File: config.mk
export PLATFORM = sky130hd
export DESIGN_NAME = node_integrator
export DESIGN_NICKNAME = d
export VERILOG_FILES = /design/src/rtl/node_integrator.sv
export SDC_FILE = /design/constraint.sdc
export NUM_CORES = 1
export LEC_CHECK = 0
export CAP_MARGIN = 20
export CELL_PAD_IN_SITES_DETAIL_PLACEMENT = 1
export CELL_PAD_IN_SITES_GLOBAL_PLACEMENT = 1
export CORE_ASPECT_RATIO = 1.25
export CORE_MARGIN = 2
export CORE_UTILIZATION = 38
export CTS_CLUSTER_SIZE = 14
export DETAILED_ROUTE_END_ITERATION = 12
export MAX_ROUTING_LAYER = met4
export PLACE_DENSITY_LB_ADDON = 0.1
export SLEW_MARGIN = 20
export SYNTH_ARGS = -nofsm -noshare
export SYNTH_HDL_FRONTEND = slang
export SYNTH_SLANG_ARGS = --single-unit
File: constraint.sdc
create_clock -name clk_in -period 10.2 [get_ports clk_in]
set_input_delay 1.02 -clock clk_in [delete_from_list [all_inputs] [get_ports clk_in]]
set_output_delay 1.02 -clock clk_in [all_outputs]
set_load 0.01 [all_outputs]
File: src/rtl/node_integrator.sv
// Explicit-Euler integrator for the soft-body loop: on each accepted force frame it
// updates velocity then position for one node per cycle, then pulses output_valid.
module node_integrator #(
  parameter int NUM_NODES     = 3,
  parameter int POSITION_SIZE = 8,
  parameter int VELOCITY_SIZE = 8,
  parameter int FORCE_SIZE    = 8,
  parameter int MASS_SHIFT    = 0,
  parameter int GRAVITY       = -1,
  parameter int DAMP_SHIFT    = 0
) (
  input  logic                                 clk_in,
  input  logic                                 rst_in,
  input  logic                                 load_in,
  input  logic signed [1:0][POSITION_SIZE-1:0] init_nodes      [NUM_NODES],
  input  logic signed [1:0][VELOCITY_SIZE-1:0] init_velocities [NUM_NODES],
  input  logic                                 input_valid,
  input  logic signed [1:0][FORCE_SIZE-1:0]    spring_forces   [NUM_NODES],
  output logic signed [1:0][POSITION_SIZE-1:0] nodes           [NUM_NODES],
  output logic signed [1:0][VELOCITY_SIZE-1:0] velocities      [NUM_NODES],
  output logic                                 busy,
  output logic                                 output_valid
);

  localparam int IW = (NUM_NODES > 1) ? $clog2(NUM_NODES) : 1;
  localparam int SW = VELOCITY_SIZE + FORCE_SIZE + 2;
  localparam int PW = ((POSITION_SIZE > VELOCITY_SIZE) ? POSITION_SIZE : VELOCITY_SIZE) + 1;
  localparam logic [IW-1:0] LAST_IDX = IW'(NUM_NODES - 1);

  typedef enum logic [1:0] {IDLE = 2'd0, UPDATE = 2'd1, DONE = 2'd2} state_t;

  state_t                          state;
  state_t                          state_next;
  logic [IW-1:0]                   idx;
  logic signed [1:0][FORCE_SIZE-1:0] force_buf [NUM_NODES];

  logic signed [SW-1:0]            acc   [2];
  logic signed [SW-1:0]            v_ext [2];
  logic signed [SW-1:0]            damp  [2];
  logic signed [SW-1:0]            v_sum [2];
  logic signed [PW-1:0]            p_sum [2];
  logic [1:0][VELOCITY_SIZE-1:0]   v_new;
  logic [1:0][POSITION_SIZE-1:0]   p_new;

  // Clamp a wide signed sum to VELOCITY_SIZE: in range iff the top bits are all sign copies.
  function automatic logic [VELOCITY_SIZE-1:0] sat_v(input logic signed [SW-1:0] x);
    logic [SW-VELOCITY_SIZE:0] top;
    top = x[SW-1:VELOCITY_SIZE-1];
    if ((&top) || !(|top)) sat_v = x[VELOCITY_SIZE-1:0];
    else if (x[SW-1])      sat_v = {1'b1, {(VELOCITY_SIZE-1){1'b0}}};
    else                   sat_v = {1'b0, {(VELOCITY_SIZE-1){1'b1}}};
  endfunction

  function automatic logic [POSITION_SIZE-1:0] sat_p(input logic signed [PW-1:0] x);
    logic [PW-POSITION_SIZE:0] top;
    top = x[PW-1:POSITION_SIZE-1];
    if ((&top) || !(|top)) sat_p = x[POSITION_SIZE-1:0];
    else if (x[PW-1])      sat_p = {1'b1, {(POSITION_SIZE-1){1'b0}}};
    else                   sat_p = {1'b0, {(POSITION_SIZE-1){1'b1}}};
  endfunction

  // Velocity and position update for the node at idx, both axes.
  always_comb begin
    v_new = '0;
    p_new = '0;
    for (int ax = 0; ax < 2; ax++) begin
      acc[ax]   = SW'($signed(force_buf[idx][ax])) >>> MASS_SHIFT;
      if (ax == 1) acc[ax] = acc[ax] + SW'(GRAVITY);
      else         acc[ax] = acc[ax];
      v_ext[ax] = SW'($signed(velocities[idx][ax]));
      if (DAMP_SHIFT == 0) damp[ax] = '0;
      else                 damp[ax] = v_ext[ax] >>> DAMP_SHIFT;
      v_sum[ax] = v_ext[ax] + acc[ax] - damp[ax];
      v_new[ax] = sat_v(v_sum[ax]);
      p_sum[ax] = PW'($signed(nodes[idx][ax])) + PW'($signed(v_new[ax]));
      p_new[ax] = sat_p(p_sum[ax]);
    end
  end

  // Next-state logic; load wins over a coincident force frame.
  always_comb begin
    state_next = state;
    case (state)
      IDLE: begin
        if (load_in)          state_next = IDLE;
        else if (input_valid) state_next = UPDATE;
        else                  state_next = IDLE;
      end
      UPDATE: begin
        if (idx == LAST_IDX) state_next = DONE;
        else                 state_next = UPDATE;
      end
      DONE:    state_next = IDLE;
      default: state_next = IDLE;
    endcase
  end

  // State register.
  always_ff @(posedge clk_in) begin
    if (rst_in) state <= IDLE;
    else        state <= state_next;
  end

  // busy stays up through the output_valid cycle so both drop on the same edge.
  always_ff @(posedge clk_in) begin
    if (rst_in) begin
      idx          <= '0;
      busy         <= 1'b0;
      output_valid <= 1'b0;
      for (int i = 0; i < NUM_NODES; i++) begin
        nodes[i]      <= '0;
        velocities[i] <= '0;
        force_buf[i]  <= '0;
      end
    end else begin
      output_valid <= (state == DONE);
      busy         <= (state_next != IDLE) || (state == DONE);
      case (state)
        IDLE: begin
          if (load_in) begin
            nodes      <= init_nodes;
            velocities <= init_velocities;
          end else if (input_valid) begin
            force_buf <= spring_forces;
            idx       <= '0;
          end
        end
        UPDATE: begin
          velocities[idx] <= v_new;
          nodes[idx]      <= p_new;
          if (idx != LAST_IDX) idx <= idx + IW'(1);
        end
        default: ;
      endcase
    end
  end

endmodule

==> metrics.log, run 1 <==
[metrics] ANT nets after route: 0
[metrics] number of cells after detailed placement: 1584
[metrics] worst hold path class: reg2reg
[metrics] Synth Area in XOR/XNOR: 1.66%
[metrics] Setup crit end kind: flip-flop
[metrics] TritonCTS clock tree: done
[metrics] overall power consumption: 2.67 mW
[metrics] primary flip-flop cell chosen by synthesis mapping: sky130_fd_sc_hd__dfxtp_1
[metrics] number of H-tree branching levels: 4
[metrics] number of enable flip-flop cells after synthesis: 0
[metrics] Synth Area in Adders: 7.09%
[metrics] Detail Placement HPWL: 27300 um
[metrics] power density of the placed cells: 219 nW/um2
[metrics] per-cell routed wire length: 23.0 um
[metrics] leakage component of the power: 4.49 nW
[metrics] worst-case clock buffer depth: 2
[metrics] Warnings, synthesis: 0
[metrics] final setup vio count: 0
[metrics] first-pass iteration count of the detailed router: 6
[metrics] net switching fraction of the power: 43.9%
[metrics] Ports: 246
[metrics] CTS buffer count: 17
[metrics] sequential fraction of design power: 26.0%
[metrics] area fraction in compound gates after synthesis: 31.0%
[metrics] mean instance size in the synthesized netlist: 8.05 um2
[metrics] peak supply drop: 151 uV
[metrics] final total negative setup slack: 0 ns
[metrics] achievable frequency: 150 MHz
[metrics] post-synth top area share: 33.5%
[metrics] Initial Utilization: 38.8%
[metrics] final hold violation count: 0
[metrics] ratio of final minimum period to clock period: 65.4%
[metrics] floorplan die area: 24900 um2
[metrics] maximum single-stage delay on the critical path: 0.88 ns
[metrics] leading cell types by count after synthesis: sky130_fd_sc_hd__nand2_1, sky130_fd_sc_hd__dfxtp_1, sky130_fd_sc_hd__nor2_1
[metrics] Worst Setup Slack post-DPL: 3.54 ns
[metrics] Worst Reg2Reg Path Length in Cells: 21
[metrics] post-synthesis instance area: 8970 um2
[metrics] most used standard cell by instance count after synthesis: sky130_fd_sc_hd__nand2_1
[metrics] start point of the worst hold path: force_buf[23]
[metrics] worst flop-to-flop path startpoint: idx[0]
[metrics] share of the core filled with cells: 52.7%
[metrics] FFs w/ async S/R, synth: 0%
[metrics] Chip Width: 141 um
[metrics] Post-CTS Repair Setup Buffers: 0
[metrics] worst-case setup margin in the final layout: 3.53 ns
[metrics] portion of total power attributed to the clock network: 24.4%
[metrics] largest area contributor in the netlist: sky130_fd_sc_hd__dfxtp_1
[metrics] required time of the critical path: 10.51 ns
[metrics] cells along the critical path: clkinv_1 -> a31oi_1 -> ha_1 -> inv_1 -> ha_1 -> fa_1 -> a211oi_4 -> o21bai_4 -> a211o_2 -> nor3_1 -> o21ai_0 -> nor2_1 -> ha_1 -> inv_1 -> fa_1 -> nor2b_2 -> o31ai_2 -> o2111a_1 -> or2_4 -> maj3_1 -> a2111oi_1
[metrics] main combinational cell family by area after synthesis: compound AO/OA/AOI/OAI gates
[metrics] sort of element at the start of the critical path: flip-flop
[metrics] Core Area: 23100 um2
[metrics] post-route insts no fill: 1616
[metrics] class of the most critical setup path: reg2reg
[metrics] input/output buffers: 245
[metrics] clk root buf: sky130_fd_sc_hd__clkbuf_16
[metrics] Comb pwr share: 49.7%
[metrics] end of the worst hold path: force_buf[23]
[metrics] post-CTS resize count: 0
[metrics] capturing point of the worst reg2reg path: nodes[14]
[metrics] Internal Power: 1.50 mW
[metrics] pin count of the biggest net entering global routing: 83
[metrics] Min-Delay Path Depth: 2
[metrics] power dissipated by switching net loads: 1.17 mW
[metrics] number of antenna diodes: 0
[metrics] setup slack, reg-to-reg: 3.53 ns
[metrics] MaxCap Viol Count: 0
[metrics] Skew-Pair Late Insertion Delay: 0.44 ns
[metrics] Syn Inst Count: 1114
[metrics] Most Frequent Cell on Critical Path: sky130_fd_sc_hd__ha_1
[metrics] initial drt markers: 445
[metrics] number of clock sinks: 150
[metrics] layout cell share with drive strength beyond 1: 7.76%
[metrics] CP Data Arrival Time: 6.98 ns
[metrics] detailed-route via count: 9492
[metrics] filler instances: 2755
[metrics] total global routing overflow: 0
[metrics] vertical extent of the die: 176 um
[metrics] area growth from synthesis to layout: 36.0%
[metrics] outcome: finished, final reports clean
[metrics] count of hold buffers inserted by post-cts repair: 0
[metrics] standard-cell rows: 62
[metrics] share of synthesized area occupied by flip-flops and latches: 33.5%
[metrics] synthesis-stage register bit count: 150
[metrics] via count of the first global-routing pass: 9759
[metrics] simple-gate share of the synthesized area: 16.3%
[metrics] first-pass GRT wire length: 56600 um
[metrics] antenna violations before repair: 0
[metrics] clock slew seen by the registers of the worst setup and hold paths: 0.07 ns
[metrics] final weighted congestion of routability-driven global placement: 0.916
[metrics] Critical Path Fanout Max: 50
[metrics] routed vias/inst: 5.87
[metrics] largest cells by area after synthesis: sky130_fd_sc_hd__dfxtp_1, sky130_fd_sc_hd__nand2_1, sky130_fd_sc_hd__ha_1, sky130_fd_sc_hd__mux2i_1, sky130_fd_sc_hd__nor2_1
[metrics] minimum clock period after layout: 6.67 ns
[metrics] Max Clock Skew: 0.0143 ns
[metrics] multiplexer share of the synthesized area: 5.82%
[metrics] total global routing track utilization: 30.3%
[metrics] count of final max-slew check failures: 0
[metrics] post-synth cell types: 83
[metrics] DRC violations left: 0
[metrics] actual transition at the worst max-transition pin: 1.10 ns
[metrics] number of nets in the layout: 1509
[metrics] synthesized netlist net count: 1308
[metrics] Slew headroom: 26.3%
[metrics] library cell contributing the largest single delay on the critical path: sky130_fd_sc_hd__dfxtp_4
[metrics] RSZ-0062 raised after global routing: no
[metrics] drt total wl: 37200 um
==> routing by layer <==
metal	part of all wire, %	GRT usage (%)
met5	0	-
met4	2.7	9.58
met3	5.5	5.23
met2	47	49.0
met1	44	38.7
==> cells by family after synthesis <==
family | Yosys count
AOI/OAI and AO/OA | 391
and+or+nand+nor | 344
DFF | 150
buffers and inverters | 111
muxes | 52
adders and majority gates | 49
xor gates and xnor gates | 17
==> cell type report <==
| cell class | count | area, um2 | area share, % |
|---|---|---|---|
| clock buffer | 17 | 425 | 3.49 |
| clock inverter | 15 | 171 | 1.41 |
| inverter | 37 | 139 | 1.14 |
| multi-input combinational | 853 | 5560 | 45.6 |
| sequential | 150 | 3010 | 24.7 |
| tap | 288 | 360 | 2.96 |
| timing repair buffer | 256 | 2530 | 20.8 |
==> metrics by stage <==
step / hold WS (ns) / instance area (um2)
floorplan: 0.436 / 8970
global placement: 0.444 / 11600
detailed placement: 0.449 / 11600
CTS: 0.459 / 12200
global route: 0.469 / 12200
finish: 0.457 / 12200
==> worst max-delay path: cells and delay by family (launching register included) <==
family | cells | cell delay (ns)
AO/OA/AOI/OAI | 8 | 2.23
adder cells (fa/ha/maj) | 6 | 1.95
buffers and inverters | 3 | 0.64
flip-flops | 1 | 0.88
AND/OR/NAND/NOR | 4 | 0.80
==> power groups by stage <==
stage	clock, mW	sequential (mW)	combinational (mW)
global placement	0	0.705	1.28
CTS	0.658	0.693	1.32
floorplan	0	0.705	0.858
finish	0.651	0.694	1.33
detailed placement	0	0.706	1.30
global route	0.680	0.699	1.44
==> sequential cells by signal, indices dropped and copies added, names as in the netlist <==
register / count
nodes: 48
velocities: 48
state: 2
idx: 2
force_buf: 48
busy: 1
output_valid: 1
==> how the worst max path moves through the flow <==
stage,depth (start not counted),from,endpoint
3_3_place_gp,21,idx[0],nodes[14]
2_1_floorplan,24,idx[0],nodes[46]
3_5_place_dp,21,idx[0],nodes[14]
4_1_cts,21,idx[0],nodes[14]
6_report,21,idx[0],nodes[14]
5_1_grt,21,idx[0],nodes[14]
==> cells in the final DEF, fill, tap and decap left out, types with 8 or more instances in the layout <==
master / count
sky130_fd_sc_hd__clkbuf_16: 17
sky130_fd_sc_hd__a21oi_1: 90
sky130_fd_sc_hd__buf_4: 12
sky130_fd_sc_hd__xnor2_1: 9
sky130_fd_sc_hd__nand2_1: 159
sky130_fd_sc_hd__dfxtp_1: 148
sky130_fd_sc_hd__nor2_1: 125
sky130_fd_sc_hd__a211oi_1: 50
sky130_fd_sc_hd__clkdlybuf4s50_1: 244
sky130_fd_sc_hd__a22oi_1: 15
sky130_fd_sc_hd__a31oi_1: 17
sky130_fd_sc_hd__a2111oi_0: 11
sky130_fd_sc_hd__xor2_1: 8
sky130_fd_sc_hd__o22ai_1: 70
sky130_fd_sc_hd__o221a_2: 15
sky130_fd_sc_hd__ha_1: 42
sky130_fd_sc_hd__inv_1: 36
sky130_fd_sc_hd__o221ai_1: 11
sky130_fd_sc_hd__nor3_1: 10
sky130_fd_sc_hd__o21ai_0: 32
sky130_fd_sc_hd__mux2i_1: 51
Power figures use the tool's default switching activity.
==> inputs of run 2 (changes only) <==
- CORE_UTILIZATION: 38 -> 32
- clock period: 10.2 -> 6.05 ns (I/O delays scaled with it)
==> metrics.log, run 2 (same netlist as run 1, synthesis figures left out) <==
[metrics] count of final max-slew check failures: 0
[metrics] most frequent cells in the layout: sky130_fd_sc_hd__clkdlybuf4s50_1, sky130_fd_sc_hd__nand2_1, sky130_fd_sc_hd__dfxtp_1
[metrics] start point of the worst hold path: force_buf[37]
[metrics] via count of the first global-routing pass: 9656
[metrics] drt total wl: 38100 um
[metrics] worst hold margin: 0.453 ns
[metrics] ANT nets after route: 0
[metrics] input/output buffers: 245
[metrics] per-cell routed wire length: 22.4 um
[metrics] sort of element at the start of the critical path: flip-flop
[metrics] Skew-Pair Late Insertion Delay: 0.44 ns
[metrics] ratio of final minimum period to clock period: 94.8%
[metrics] DRC violations left: 0
[metrics] layout cell share with drive strength beyond 1: 9.92%
[metrics] class of the most critical setup path: reg2reg
[metrics] RSZ-0062 raised after global routing: yes
[metrics] Initial Utilization: 32.5%
[metrics] Setup crit end kind: flip-flop
[metrics] final weighted congestion of routability-driven global placement: 0.913
[metrics] detailed-route via count: 9411
[metrics] post-route insts no fill: 1701
[metrics] peak supply drop: 191 uV
[metrics] vertical extent of the die: 191 um
[metrics] final setup vio count: 0
[metrics] number of H-tree branching levels: 4
[metrics] Internal Power: 2.70 mW
[metrics] worst-case clock buffer depth: 2
[metrics] worst flop-to-flop path startpoint: idx[0]
[metrics] routed vias/inst: 5.53
[metrics] biggest registers after layout: force_buf x48, nodes x48, velocities x48
[metrics] required time of the critical path: 6.37 ns
[metrics] final hold violation count: 0
[metrics] antenna violations before repair: 0
[metrics] CTS buffer count: 17
[metrics] power dissipated by switching net loads: 1.93 mW
[metrics] Setup crit start: idx[0]
[metrics] clock slew seen by the registers of the worst setup and hold paths: 0.06 ns
[metrics] portion of total power attributed to the clock network: 24.3%
[metrics] floorplan die area: 29400 um2
[metrics] net switching fraction of the power: 41.6%
[metrics] outcome: finished, final reports clean
[metrics] standard-cell rows: 68
[metrics] first-pass iteration count of the detailed router: 5
[metrics] CP Data Arrival Time: 6.06 ns
[metrics] TritonCTS clock tree: done
[metrics] Slew headroom: 32.1%
[metrics] most common cell after layout, fill and taps aside: sky130_fd_sc_hd__clkdlybuf4s50_1
[metrics] Core Area: 27600 um2
[metrics] count of hold buffers inserted by post-cts repair: 0
[metrics] achievable frequency: 174 MHz
[metrics] actual transition at the worst max-transition pin: 1.02 ns
[metrics] total global routing track utilization: 26.4%
[metrics] clk root buf: sky130_fd_sc_hd__clkbuf_16
[metrics] first-pass GRT wire length: 58200 um
[metrics] Critical Path Fanout Max: 7
[metrics] worst-case setup margin in the final layout: 0.316 ns
[metrics] leakage component of the power: 4.61 nW
[metrics] worst hold path class: reg2reg
[metrics] number of clock sinks: 150
[metrics] area growth from synthesis to layout: 39.8%
[metrics] number of nets in the layout: 1532
[metrics] Chip Width: 154 um
[metrics] Comb pwr share: 50.7%
[metrics] Detail Placement HPWL: 28400 um
[metrics] sequential fraction of design power: 25.0%
[metrics] Ports: 246
[metrics] number of cells after detailed placement: 1663
[metrics] total global routing overflow: 0
[metrics] instance area after placement: 11800 um2
[metrics] power density of the placed cells: 369 nW/um2
[metrics] initial drt markers: 460
[metrics] pin count of the biggest net entering global routing: 80
[metrics] Max Clock Skew: 0.0106 ns
[metrics] number of antenna diodes: 0
[metrics] minimum clock period after layout: 5.73 ns
[metrics] Finished Cell Area: 12500 um2
[metrics] MaxCap Viol Count: 0
[metrics] Worst Setup Slack post-DPL: 0.0696 ns
## run 2: timing repair
action | 4_1_cts | 5_1_grt
pin swaps | 0 | 2
resized for setup | 1 | 15
buffers inserted | 0 | 6
setup endpoints to repair | 1 | 17
## run 2: cell type report
| class | count | area [um2] |
|---|---|---|
| clock buffers | 23 | 499 |
| multi-input cells | 853 | 5600 |
| clock inverters | 9 | 114 |
| well taps | 350 | 438 |
| fillers | 3295 | 15000 |
| flip-flops and latches | 150 | 3010 |
| repair buffers | 279 | 2740 |
| inverters | 37 | 139 |
## run 2: per-stage QoR
step / setup TNS, ns / total power [mW] / util (%)
floorplan: 0 / 2.63 / -
global placement: 0 / 3.43 / 42.9
detailed placement: 0 / 3.45 / 42.9
CTS: 0 / 4.60 / 45.1
global route: -0.0145 / 4.92 / 45.5
finish: 0 / 4.63 / 45.5
## run 2: worst max-delay path, stage by stage (launching register included)
cell and delay [ns]:
sky130_fd_sc_hd__dfxtp_4 0.44, sky130_fd_sc_hd__buf_6 0.18, sky130_fd_sc_hd__buf_4 0.12, sky130_fd_sc_hd__mux2i_1 0.17, sky130_fd_sc_hd__nor2_1 0.06, sky130_fd_sc_hd__a31oi_1 0.24
sky130_fd_sc_hd__ha_1 0.28, sky130_fd_sc_hd__inv_1 0.06, sky130_fd_sc_hd__ha_1 0.28, sky130_fd_sc_hd__o21ai_0 0.40, sky130_fd_sc_hd__o21bai_2 0.14, sky130_fd_sc_hd__a211oi_4 0.34
sky130_fd_sc_hd__o311a_1 0.31, sky130_fd_sc_hd__nor2b_1 0.12, sky130_fd_sc_hd__nor2_1 0.12, sky130_fd_sc_hd__ha_1 0.18, sky130_fd_sc_hd__inv_1 0.06, sky130_fd_sc_hd__fa_1 0.47
sky130_fd_sc_hd__nor2b_2 0.16, sky130_fd_sc_hd__o31ai_2 0.09, sky130_fd_sc_hd__o2111a_1 0.30, sky130_fd_sc_hd__or2_4 0.27, sky130_fd_sc_hd__maj3_1 0.41, sky130_fd_sc_hd__a2111oi_2 0.41
## run 2: path summary, 6_finish.rpt
kind / endpoint / slack, ns / cells after the start
setup / recovery: nodes[14] / 0.32 / 23
setup reg to reg: nodes[14] / 0.32 / 23
hold reg to reg: force_buf[37] / 0.45 / 2
hold / removal: force_buf[37] / 0.45 / 2
## run 2: power by group through the flow
stage,Sequential (mW),Clock (mW),Combinational [mW]
finish,1.16,1.12,2.34
global route,1.17,1.19,2.56
CTS,1.16,1.14,2.29
detailed placement,1.18,0,2.27
global placement,1.18,0,2.24
floorplan,1.19,0,1.45
## run 2: per-layer routing
metal	routed length, um	GRT usage (%)
met5	0	-
met4	845	7.90
met1	17700	34.5
met3	1870	4.31
met2	17700	42.0
==> inputs of run 3 (changes only) <==
- CTS_CLUSTER_DIAMETER: not set -> 200
==> results of run 3 <==
The final DEF is identical to that of run 2; final timing and power are the same.
